===== src/rtl/stopwatch_ctrl.sv =====
// Stopwatch control: debounces two active-low buttons and sequences run/lap/clear.
// Latency: a held press changes state/outputs DEBOUNCE_CYCLES+4 edges after first sample.
// Backpressure: none; each button press yields at most one event, so nothing queues.

// Per-button synchronizer, debouncer and press-edge detector.
// Latency: press pulse DEBOUNCE_CYCLES+3 edges after the raw low is first sampled.
// Backpressure: none; a held button produces a single pulse.
module stopwatch_debounce #(
   parameter logic [15:0] DEBOUNCE_CYCLES = 16'd20
) (
   input  logic clk,
   input  logic rst,
   input  logic i_btn_n,
   output logic o_press
);

   logic        r_s1;
   logic        r_s2;
   logic        r_db;
   logic        r_db_q;
   logic        r_press;
   logic [15:0] r_cnt;
   logic        w_cnt_done;

   // The count only climbs while s2 disagrees with db, so reaching N-1 here
   // means this edge completes N consecutive disagreeing samples.
   assign w_cnt_done = (r_cnt == (DEBOUNCE_CYCLES - 16'd1));

   // Two-flop synchronizer; released (1) is the safe reset level.
   always_ff @(posedge clk or posedge rst) begin
      if (rst) begin
         r_s1 <= 1'b1;
         r_s2 <= 1'b1;
      end else begin
         r_s1 <= i_btn_n;
         r_s2 <= r_s1;
      end
   end

   // Stability counter: accept the new level after enough consecutive samples.
   always_ff @(posedge clk or posedge rst) begin
      if (rst) begin
         r_db  <= 1'b1;
         r_cnt <= 16'd0;
      end else if (r_s2 != r_db) begin
         if (w_cnt_done) begin
            r_db  <= r_s2;
            r_cnt <= 16'd0;
         end else begin
            r_cnt <= r_cnt + 16'd1;
         end
      end else begin
         r_cnt <= 16'd0;
      end
   end

   // One-cycle pulse the cycle after db falls; releases are ignored.
   always_ff @(posedge clk or posedge rst) begin
      if (rst) begin
         r_db_q  <= 1'b1;
         r_press <= 1'b0;
      end else begin
         r_db_q  <= r_db;
         r_press <= r_db_q & ~r_db;
      end
   end

   assign o_press = r_press;

endmodule

// Top: two debounced buttons feeding the stopwatch mode FSM.
// Latency: state, run, freeze, clear update one edge after a press event.
// Backpressure: none; a lap event coinciding with a start event is dropped.
module stopwatch_ctrl #(
   parameter logic [15:0] DEBOUNCE_CYCLES = 16'd20
) (
   input  logic       clk,
   input  logic       rst,
   input  logic       btn_start,
   input  logic       btn_lap,
   output logic       run,
   output logic       clear,
   output logic       freeze,
   output logic [1:0] state
);

   typedef enum logic [1:0] {
      ST_IDLE  = 2'd0,
      ST_RUN   = 2'd1,
      ST_PAUSE = 2'd2,
      ST_LAP   = 2'd3
   } state_t;

   state_t r_state;
   logic   r_run;
   logic   r_freeze;
   logic   r_clear;
   logic   w_start_evt;
   logic   w_lap_evt;

   stopwatch_debounce #(.DEBOUNCE_CYCLES(DEBOUNCE_CYCLES)) u_db_start (
      .clk     (clk),
      .rst     (rst),
      .i_btn_n (btn_start),
      .o_press (w_start_evt)
   );

   stopwatch_debounce #(.DEBOUNCE_CYCLES(DEBOUNCE_CYCLES)) u_db_lap (
      .clk     (clk),
      .rst     (rst),
      .i_btn_n (btn_lap),
      .o_press (w_lap_evt)
   );

   // Mode FSM with registered outputs; start has priority over lap.
   always_ff @(posedge clk or posedge rst) begin
      if (rst) begin
         r_state  <= ST_IDLE;
         r_run    <= 1'b0;
         r_freeze <= 1'b0;
         r_clear  <= 1'b0;
      end else begin
         r_clear <= 1'b0;
         if (w_start_evt) begin
            case (r_state)
               ST_IDLE: begin
                  r_state  <= ST_RUN;
                  r_run    <= 1'b1;
                  r_freeze <= 1'b0;
               end
               ST_RUN: begin
                  r_state  <= ST_PAUSE;
                  r_run    <= 1'b0;
                  r_freeze <= 1'b0;
               end
               ST_PAUSE: begin
                  r_state  <= ST_RUN;
                  r_run    <= 1'b1;
                  r_freeze <= 1'b0;
               end
               default: begin
                  r_state  <= ST_PAUSE;
                  r_run    <= 1'b0;
                  r_freeze <= 1'b0;
               end
            endcase
         end else if (w_lap_evt) begin
            case (r_state)
               ST_IDLE: begin
                  r_state  <= ST_IDLE;
                  r_run    <= 1'b0;
                  r_freeze <= 1'b0;
                  r_clear  <= 1'b1;
               end
               ST_RUN: begin
                  r_state  <= ST_LAP;
                  r_run    <= 1'b1;
                  r_freeze <= 1'b1;
               end
               ST_PAUSE: begin
                  r_state  <= ST_IDLE;
                  r_run    <= 1'b0;
                  r_freeze <= 1'b0;
                  r_clear  <= 1'b1;
               end
               default: begin
                  r_state  <= ST_RUN;
                  r_run    <= 1'b1;
                  r_freeze <= 1'b0;
               end
            endcase
         end
      end
   end

   assign run    = r_run;
   assign freeze = r_freeze;
   assign clear  = r_clear;
   assign state  = r_state;

endmodule


===== config.mk =====
export PLATFORM = sky130hd
export DESIGN_NAME = stopwatch_ctrl
export DESIGN_NICKNAME = d
export VERILOG_FILES = /design/src/rtl/stopwatch_ctrl.sv
export SDC_FILE = /design/constraint.sdc
export NUM_CORES = 1
export LEC_CHECK = 0
export ABC_AREA = 1
export BUFFER_PORTS_ARGS = -buffer_cell sky130_fd_sc_hd__buf_2
export CAP_MARGIN = 20
export CORE_ASPECT_RATIO = 0.7
export CORE_UTILIZATION = 60
export DETAILED_ROUTE_END_ITERATION = 6
export PLACE_DENSITY = 0.78
export SYNTH_ARGS = -nofsm -noshare
export SYNTH_HDL_FRONTEND = slang
export SYNTH_SLANG_ARGS = --single-unit

===== constraint.sdc =====
create_clock -name clk -period 1.87 [get_ports clk]
set_input_delay 0.4675 -clock clk [delete_from_list [all_inputs] [get_ports clk]]
set_output_delay 0.4675 -clock clk [all_outputs]
set_load 0.005 [all_outputs]

After elaboration in Yosys (flattened, before gate mapping)
Cells that the tools add are included.
{"block": "classes", "add_sub_neg": 2, "multipliers": 0, "n_div": 0, "magnitude_cmp": 0, "n_eq_ne": 6, "shift": 0, "mux": 17, "n_bitwise": 4, "n_reduce_logical": 5}
{"cell": "2-to-1 mux 16 bit", "count": 4}
{"cell": "adder 16 x 1 -> 16 bit (second input constant)", "count": 2}
{"cell": "== test 16 x 5 -> 1 bit (second input constant)", "count": 2}
{"cell": "2-to-1 mux 1 bit", "count": 9}
{"cell": "2-to-1 mux 2 bit", "count": 3}
{"cell": "case mux 2 bit (2 select lines)", "count": 1}
{"cell": "AND reduction 2 bit", "count": 2}
{"cell": "AND 1 bit", "count": 2}
{"cell": "== test 2 x 1 -> 1 bit (second input constant)", "count": 1}
{"cell": "== test 2 bit (second input constant)", "count": 1}
{"cell": "zero test 2 bit", "count": 1}
{"cell": "!= test 1 bit", "count": 2}
{"cell": "inverter 1 bit", "count": 2}
{"cell": "nonzero test 2 bit", "count": 1}
{"cell": "OR reduction 2 bit", "count": 1}
{"block": "word_totals", "register_bits": 47, "latch_bits": 0, "ramBits": 0, "rom_bits": 0, "in_bits": 4, "memories": 0}

Depth between registers and ports, before layout
Gate-level depths: netlist of run 1.
{"block": "logic_depth", "word_depth": 5, "depth_mapped": 8, "mapped_depth_nobuf": 8}

By module
Synthesis of run 1 repeated with hierarchy kept, for this count alone.
{"block": "hier_totals", "hier_cells": 293, "area_unflattened_um2": 2394.8}
{"mod": "stopwatch_debounce", "instances": 2, "cells_each": 133, "area_per_inst_um2": 1086.0, "seq_area_each_um2": 530.5}
{"mod": "stopwatch_ctrl", "instances": 1, "cells_each": 27, "area_per_inst_um2": 222.7, "seq_area_each_um2": 125.1}

Worst setup path before layout of run 1
No wires, ideal clock.
{"block": "synth_path", "kind": "register to register", "startpoint": "reg u_db_lap.r_cnt[0]", "endpoint": "reg u_db_lap.r_cnt[6]", "arrival_time_ps": 1103, "setup_slack_ps": 646, "path_stages_with_launch": 6, "path_buffers": 0, "synth_period_minus_slack_ps": 1224, "path_cell_list": "dfrtp_1 ha_1 nand3_1 nor2_2 xor2_1 nor2_1"}
{"block": "synth_via", "elab_chain_len": 3}
{"element": "start, declared", "line_no": "22", "rtl": "logic [15:0] r_cnt;"}
{"element": "start signal, assigned", "line_no": "50", "rtl": "r_cnt <= r_cnt + 16'd1;"}
{"element": "adder 16 x 1 -> 16 bit / == test 16 x 5 -> 1 bit (equally long branches)", "line_no": "50, 27"}
{"element": "2-to-1 mux 16 bit (*)", "line_no": "46", "rtl": "if (w_cnt_done) begin"}
{"element": "2-to-1 mux 16 bit (*)", "line_no": "45", "rtl": "end else if (r_s2 != r_db) begin"}
Mark *: on every way between the ends. The rest lies on a longest branch, timed or not.
A chain may end at the register's enable or synchronous reset.

Final worst setup path of run 1
{"block": "layout_path", "startpoint": "reg u_db_lap.r_cnt[0]", "endpoint": "reg u_db_lap.r_cnt[14]"}
Same word-level chain as after synthesis.

==> results of run 1 <==
[cell usage in the layout, fill, tap and decap left out, types with 2 or more instances in the layout]
master	netlist	routed
o21ai_0	2	2
dfrtp_1	39	39
a21oi_1	3	3
nand3_1	15	15
inv_1	40	39
nor2_1	68	68
xnor2_1	5	5
o21ai_1	4	4
nand2_2	3	3
clkbuf_8	0	6
nor3_1	8	8
nor2_2	6	6
nand4_1	16	16
dfstp_2	8	8
ha_1	2	2
buf_4	0	2
nand2_1	64	64
buf_2	2	8
xor2_1	8	8
[power by group]
| part | total (mW) | leakage (nW) | internal, mW | switching [mW] |
|---|---|---|---|---|
| sequential | 1.05 | 0.623 | 1.03 | 0.0145 |
| combinational | 0.0752 | 0.451 | 0.0251 | 0.0501 |
| clock | 0.753 | 0.0612 | 0.432 | 0.321 |
[through the flow]
stage	util [%]	hold WS (ps)	setup slack, ps	instance area, um^2
4_1_cts	70.8	197	393	2550
3_3_place_gp	67.5	346	456	2430
6_report	70.8	190	371	2550
2_1_floorplan	-	345	300	2300
5_1_grt	70.8	214	237	2550
3_5_place_dp	67.5	347	427	2430
[routing by layer]
metal  routed length [um]  global-route usage, %  vias up
met4                   47                   8.01        0
met3                  382                   6.27        7
met2                 1610                   32.7       69
met5                    0                      0        -
li1                     -                      -      946
met1                 2280                   38.8      832
[how the worst min path moves through the flow]
stage	start	endpoint	depth (start not counted)
2_1_floorplan	u_db_lap.r_s1	u_db_lap.r_s2	0
3_3_place_gp	u_db_lap.r_s1	u_db_lap.r_s2	0
3_5_place_dp	u_db_lap.r_s1	u_db_lap.r_s2	0
4_1_cts	rst	u_db_lap.r_cnt[11]	3
5_1_grt	rst	u_db_start.r_cnt[11]	3
6_report	rst	state[1]	3
[final cells by class]
cell class              instances  area (um^2)  share of cell area, %
flip-flops and latches         47         1190                   46.5
inverters                      40          150                   5.89
clock buffers                   6         82.6                   3.24
repair buffers                 11         75.1                   2.94
clock inverters                 2         35.0                   1.37
well taps                      50         62.6                   2.45
multi-input cells             205          958                   37.6
[worst register-to-register path, stage by stage, from the launching register on]
cell,delay (ps)
dfrtp_1,420
ha_1,280
nand3_1,240
nor2_2,210
nand3_1,100
nand2_1,80
a21oi_1,50
[kinds of logic after synthesis]
| group | count (synthesis) | share of synthesized area [%] |
|---|---|---|
| AO/OA/AOI/OAI | 10 | 2.28 |
| XOR/XNOR | 13 | 4.94 |
| adder cells (fa/ha/maj) | 2 | 1.09 |
| buffers and inverters | 42 | 6.95 |
| flip-flops | 47 | 51.5 |
| AND/OR/NAND/NOR | 180 | 33.3 |
==> out/qor.csv, run 1 <==
metric,value,unit
max-slew violations,0,
first-pass GRT wire length,7540,um
I/O Buffers,8,
worst path required time,2050,ps
Post-Route Skew,5.53,ps
Post-CTS Setup Bufs,0,
crit path from,u_db_lap.r_cnt[0],
Remaining DRCs,0,
Area Overhead vs Synth,10.6,%
Pleak,1.14,nW
crit path launch type,flip-flop,
GPL Wtd Cong,0.931,
Total GRT Usage,24.7,%
"Hold Vio Cnt, Final",0,
DP Wirelength,3200,um
cell count after synthesis,294,
antenna-violating nets left,0,
# rows,18,
headroom to the max-slew limit,55.4,%
critical path arrival,1680,ps
critical path's most frequent cell,nand3_1,
Initial Utilization,64.0,%
total gr overflow,0,
Final nets,316,
Post-Route WL,4320,um
CP max stage delay,420,ps
TNS Setup,0,ps
Total Power,1.88,mW
Yosys reg bits,47,
clk_lat worst skew,290,ps
largest net degree at the start of global routing,48,
CP max FO,5,
reg2reg start,u_db_lap.r_cnt[0],
1st-iter DRT viols,188,
Netlist cell types,18,
top_reg_cell synth,dfrtp_1,
status,completed,
sequential area share after synthesis,51.5,%
Bufs on Longest Clock Path,2,
vias,1854,
CP endpoint,u_db_lap.r_cnt[14],
Die Span Y,53.9,um
Ant. Diodes,0,
top-count cell post-synth,nor2_1,
Tcrit/Tclk final,80.2,%
worst hold path type,input port to async pin,
Top delay family on crit path,simple AND/OR/NAND/NOR gates,
Final Non-Filler Cells,361,
top post-synthesis cells by count,"nor2_1, nand2_1, inv_1",
unrepaired setup endpoints after global routing,false,
die extent in x,76.1,um
vias in the first global route,1631,
Post-synth EDFFs,0,
share of cells above drive strength 1,11.9,%
Worst path depth,6,
Hold Buf Count CTS,0,
Crit-path slowest cell,dfrtp_1,
post-cts sizing count,0,
post-synth net total,300,
synth top area cells,"dfrtp_1, nor2_1, nand2_1",
Clock Tree Root,clkbuf_8,
Period minus WS final,1500,ps
Finish-stage setup viols,0,
Num CTS Buffers,5,
Slew @ Worst Pin,664,ps
clock-pin transition on the worst setup and hold timing paths,90,ps
filler cell count in the final layout,302,
max-cap check violation count,0,
Post-synth ARST share,100,%
Reg2Reg Capture Point,u_db_lap.r_cnt[14],
Worst R2R Path Depth,6,
htree depth,2,
largest area contributor in the netlist,dfrtp_1,
Mapped Area,2300,um^2
crit-path cells,ha_1 > nand3_1 > nor2_2 > nand3_1 > nand2_1 > a21oi_1,
YS warnings,0,
syn avg cell area,7.84,um^2
WL per Instance,12.0,um
TritonCTS clock tree,yes,
Max Clk Rate,667,MHz
r2r setup slk,370,ps
Yosys top cell area share,42.3,%
Setup crit end kind,flip-flop,
Critical path buffers and inverters,0,
CTS sink cnt,47,
Max VDD drop,0.630,mV
Core Region,3600,um^2
Crit Path Class,flip-flop to flip-flop,
initial antenna violation count,0,
io pins,9,
Die ar.,4100,um^2
post-placement cell count,353,
DR vias/cell,5.14,
1st-pass router iterations,7,
pwr dens,736,nW/um^2
(Power assumes the default switching activity.)
==> run 2, diff against run 1 <==
--- a/config.mk
+++ b/config.mk
@@ -9,9 +9,9 @@
 export BUFFER_PORTS_ARGS = -buffer_cell sky130_fd_sc_hd__buf_2
 export CAP_MARGIN = 20
 export CORE_ASPECT_RATIO = 0.7
-export CORE_UTILIZATION = 60
+export CORE_UTILIZATION = 55
 export DETAILED_ROUTE_END_ITERATION = 6
-export PLACE_DENSITY = 0.78
+export PLACE_DENSITY = 0.75
 export SYNTH_ARGS = -nofsm -noshare
 export SYNTH_HDL_FRONTEND = slang
 export SYNTH_SLANG_ARGS = --single-unit
==> constraint.sdc (replaced) <==
create_clock -name clk -period 1.3 [get_ports clk]
set_input_delay 0.325 -clock clk [delete_from_list [all_inputs] [get_ports clk]]
set_output_delay 0.325 -clock clk [all_outputs]
set_load 0.005 [all_outputs]
==> out/qor.csv, run 2 (synthesis gave the netlist of run 1 again) <==
metric,value,unit,change
Remaining DRCs,0,,unchanged
max-cap check violation count,0,,unchanged
# rows,19,,+1
Die ar.,4460,um^2,+8.8%
critical path arrival,1530,ps,-150 ps
crit path launch type,flip-flop,,
"commonest non-fill, non-tap cells in the layout","nor2_1, nand2_1, inv_1, dfrtp_1, nand4_1",,
headroom to the max-slew limit,76.1,%,+21 points
htree depth,2,,unchanged
Ant. Diodes,0,,unchanged
worst hold path type,input port to async pin,,
I/O Buffers,8,,unchanged
WHS,59.3,ps,-130 ps
Post-Route WL,4720,um,+9.1%
Worst R2R Path Depth,7,,+1
Period minus WS final,1290,ps,-210 ps
Bufs on Longest Clock Path,2,,unchanged
Hold Buf Count CTS,0,,unchanged
1st-pass router iterations,5,,-2
antenna-violating nets left,0,,unchanged
Total GRT Usage,23.2,%,-1.5 points
Finish-stage setup viols,0,,unchanged
Final nets,325,,+2.8%
TNS Setup,0,ps,unchanged
largest net degree at the start of global routing,48,,unchanged
vias in the first global route,1612,,-1.2%
worst path required time,1540,ps,-510 ps
first-pass GRT wire length,7660,um,+1.6%
Core Region,3970,um^2,+10%
clock-pin transition on the worst setup and hold timing paths,80,ps,about the same
vias,1944,,+4.9%
reg2reg start,u_db_lap.r_cnt[1],,
filler cell count in the final layout,321,,+6.3%
Clock Tree Root,clkbuf_8,,
Initial Utilization,58.1,%,-5.9 points
"Hold Vio Cnt, Final",0,,unchanged
Max Clk Rate,776,MHz,+16%
WL per Instance,12.7,um,+5.9%
max-slew violations,0,,unchanged
"commonest non-fill, non-tap cell in the layout",nor2_1,,
Crit Path Class,flip-flop to flip-flop,,
unrepaired setup endpoints after global routing,true,,
clk_lat worst skew,300,ps,about the same
CP max FO,4,,-1
Reg2Reg Capture Point,u_db_lap.r_cnt[10],,
DR vias/cell,5.23,,+1.8%
DP Wirelength,3380,um,+5.5%
io pins,9,,unchanged
share of cells above drive strength 1,18.4,%,+6.5 points
total gr overflow,0,,unchanged
Post-Route Skew,3.19,ps,-2.34 ps
Max VDD drop,0.730,mV,+16%
pwr dens,945,nW/um^2,+28%
CTS sink cnt,47,,unchanged
Area Overhead vs Synth,14.8,%,
GPL Wtd Cong,0.997,,+7.0%
die extent in x,79.4,um,+4.3%
initial antenna violation count,0,,unchanged
TritonCTS clock tree,yes,,
1st-iter DRT viols,162,,-14%
status,completed,,
r2r setup slk,10,ps,-360 ps
Slew @ Worst Pin,356,ps,-308 ps
Tcrit/Tclk final,99.1,%,+19 points
Setup crit end kind,flip-flop,,
Pleak,1.15,nW,+1.2%
Die Span Y,56.2,um,+4.3%
Num CTS Buffers,5,,unchanged
run 2: report_power, final:
group	total, mW	switching [mW]	internal, mW	leakage (nW)
logic	0.138	0.0858	0.0520	0.486
clock network	0.856	0.478	0.378	0.0422
registers	1.51	0.0183	1.49	0.620
run 2: how the worst max path moves through the flow:
stage                              from                   end  slack [ps]  cells after the start
floorplan             u_db_lap.r_cnt[0]     u_db_lap.r_cnt[6]          80                      5
global placement    u_db_start.r_cnt[1]  u_db_start.r_cnt[10]          40                      8
detailed placement    u_db_lap.r_cnt[1]    u_db_lap.r_cnt[10]         -30                      7
CTS                 u_db_start.r_cnt[1]  u_db_start.r_cnt[14]          10                      5
global route        u_db_start.r_cnt[0]  u_db_start.r_cnt[10]         -50                      8
finish                u_db_lap.r_cnt[1]    u_db_lap.r_cnt[10]          10                      7
run 2: layout make-up:
type                            count  area (um^2)  area share, %
Tap cell                           52         65.1           2.46
Timing Repair Buffer               20          143           5.39
Clock inverter                      1         5.00          0.189
Inverter                           40          154           5.82
Clock buffer                        7         76.3           2.89
Sequential cell                    47         1190           44.9
Multi-Input combinational cell    205         1010           38.3
run 2: worst max-delay path, cell delays in order, from the launching register on:
cell and delay [ps]:
dfrtp_1 380, ha_2 240, nand3_2 150, inv_1 110, nand2_1 80, o21ai_1 120, nand2_1 80, nor2_1 80
run 2: per-stage QoR:
step | util (%) | total power [mW] | std cells | setup WS [ps] | instance area (um^2)
CTS | 64.7 | 2.50 | 368 | 10.8 | 2570
floorplan | - | 1.61 | 294 | 75.6 | 2310
finish | 66.6 | 2.50 | 372 | 11.3 | 2650
global route | 66.6 | 2.60 | 372 | -47.7 | 2650
global placement | 62.4 | 1.66 | 360 | 39.9 | 2480
detailed placement | 62.4 | 1.66 | 360 | -33.9 | 2480
run 2: layer usage:
metal	vias up	track usage [%]	wire, um
met5	-	0	0
met4	0	5.71	57
met3	12	6.23	350
met2	61	27.0	1800
met1	905	40.5	2510
li1	966	-	-
run 2: repair_timing:
action | CTS | global route
gates resized for setup | 3 | 17
setup buffers | 0 | 4
endpoints found under the setup margin | 6 | 22
pin swaps | 0 | 3
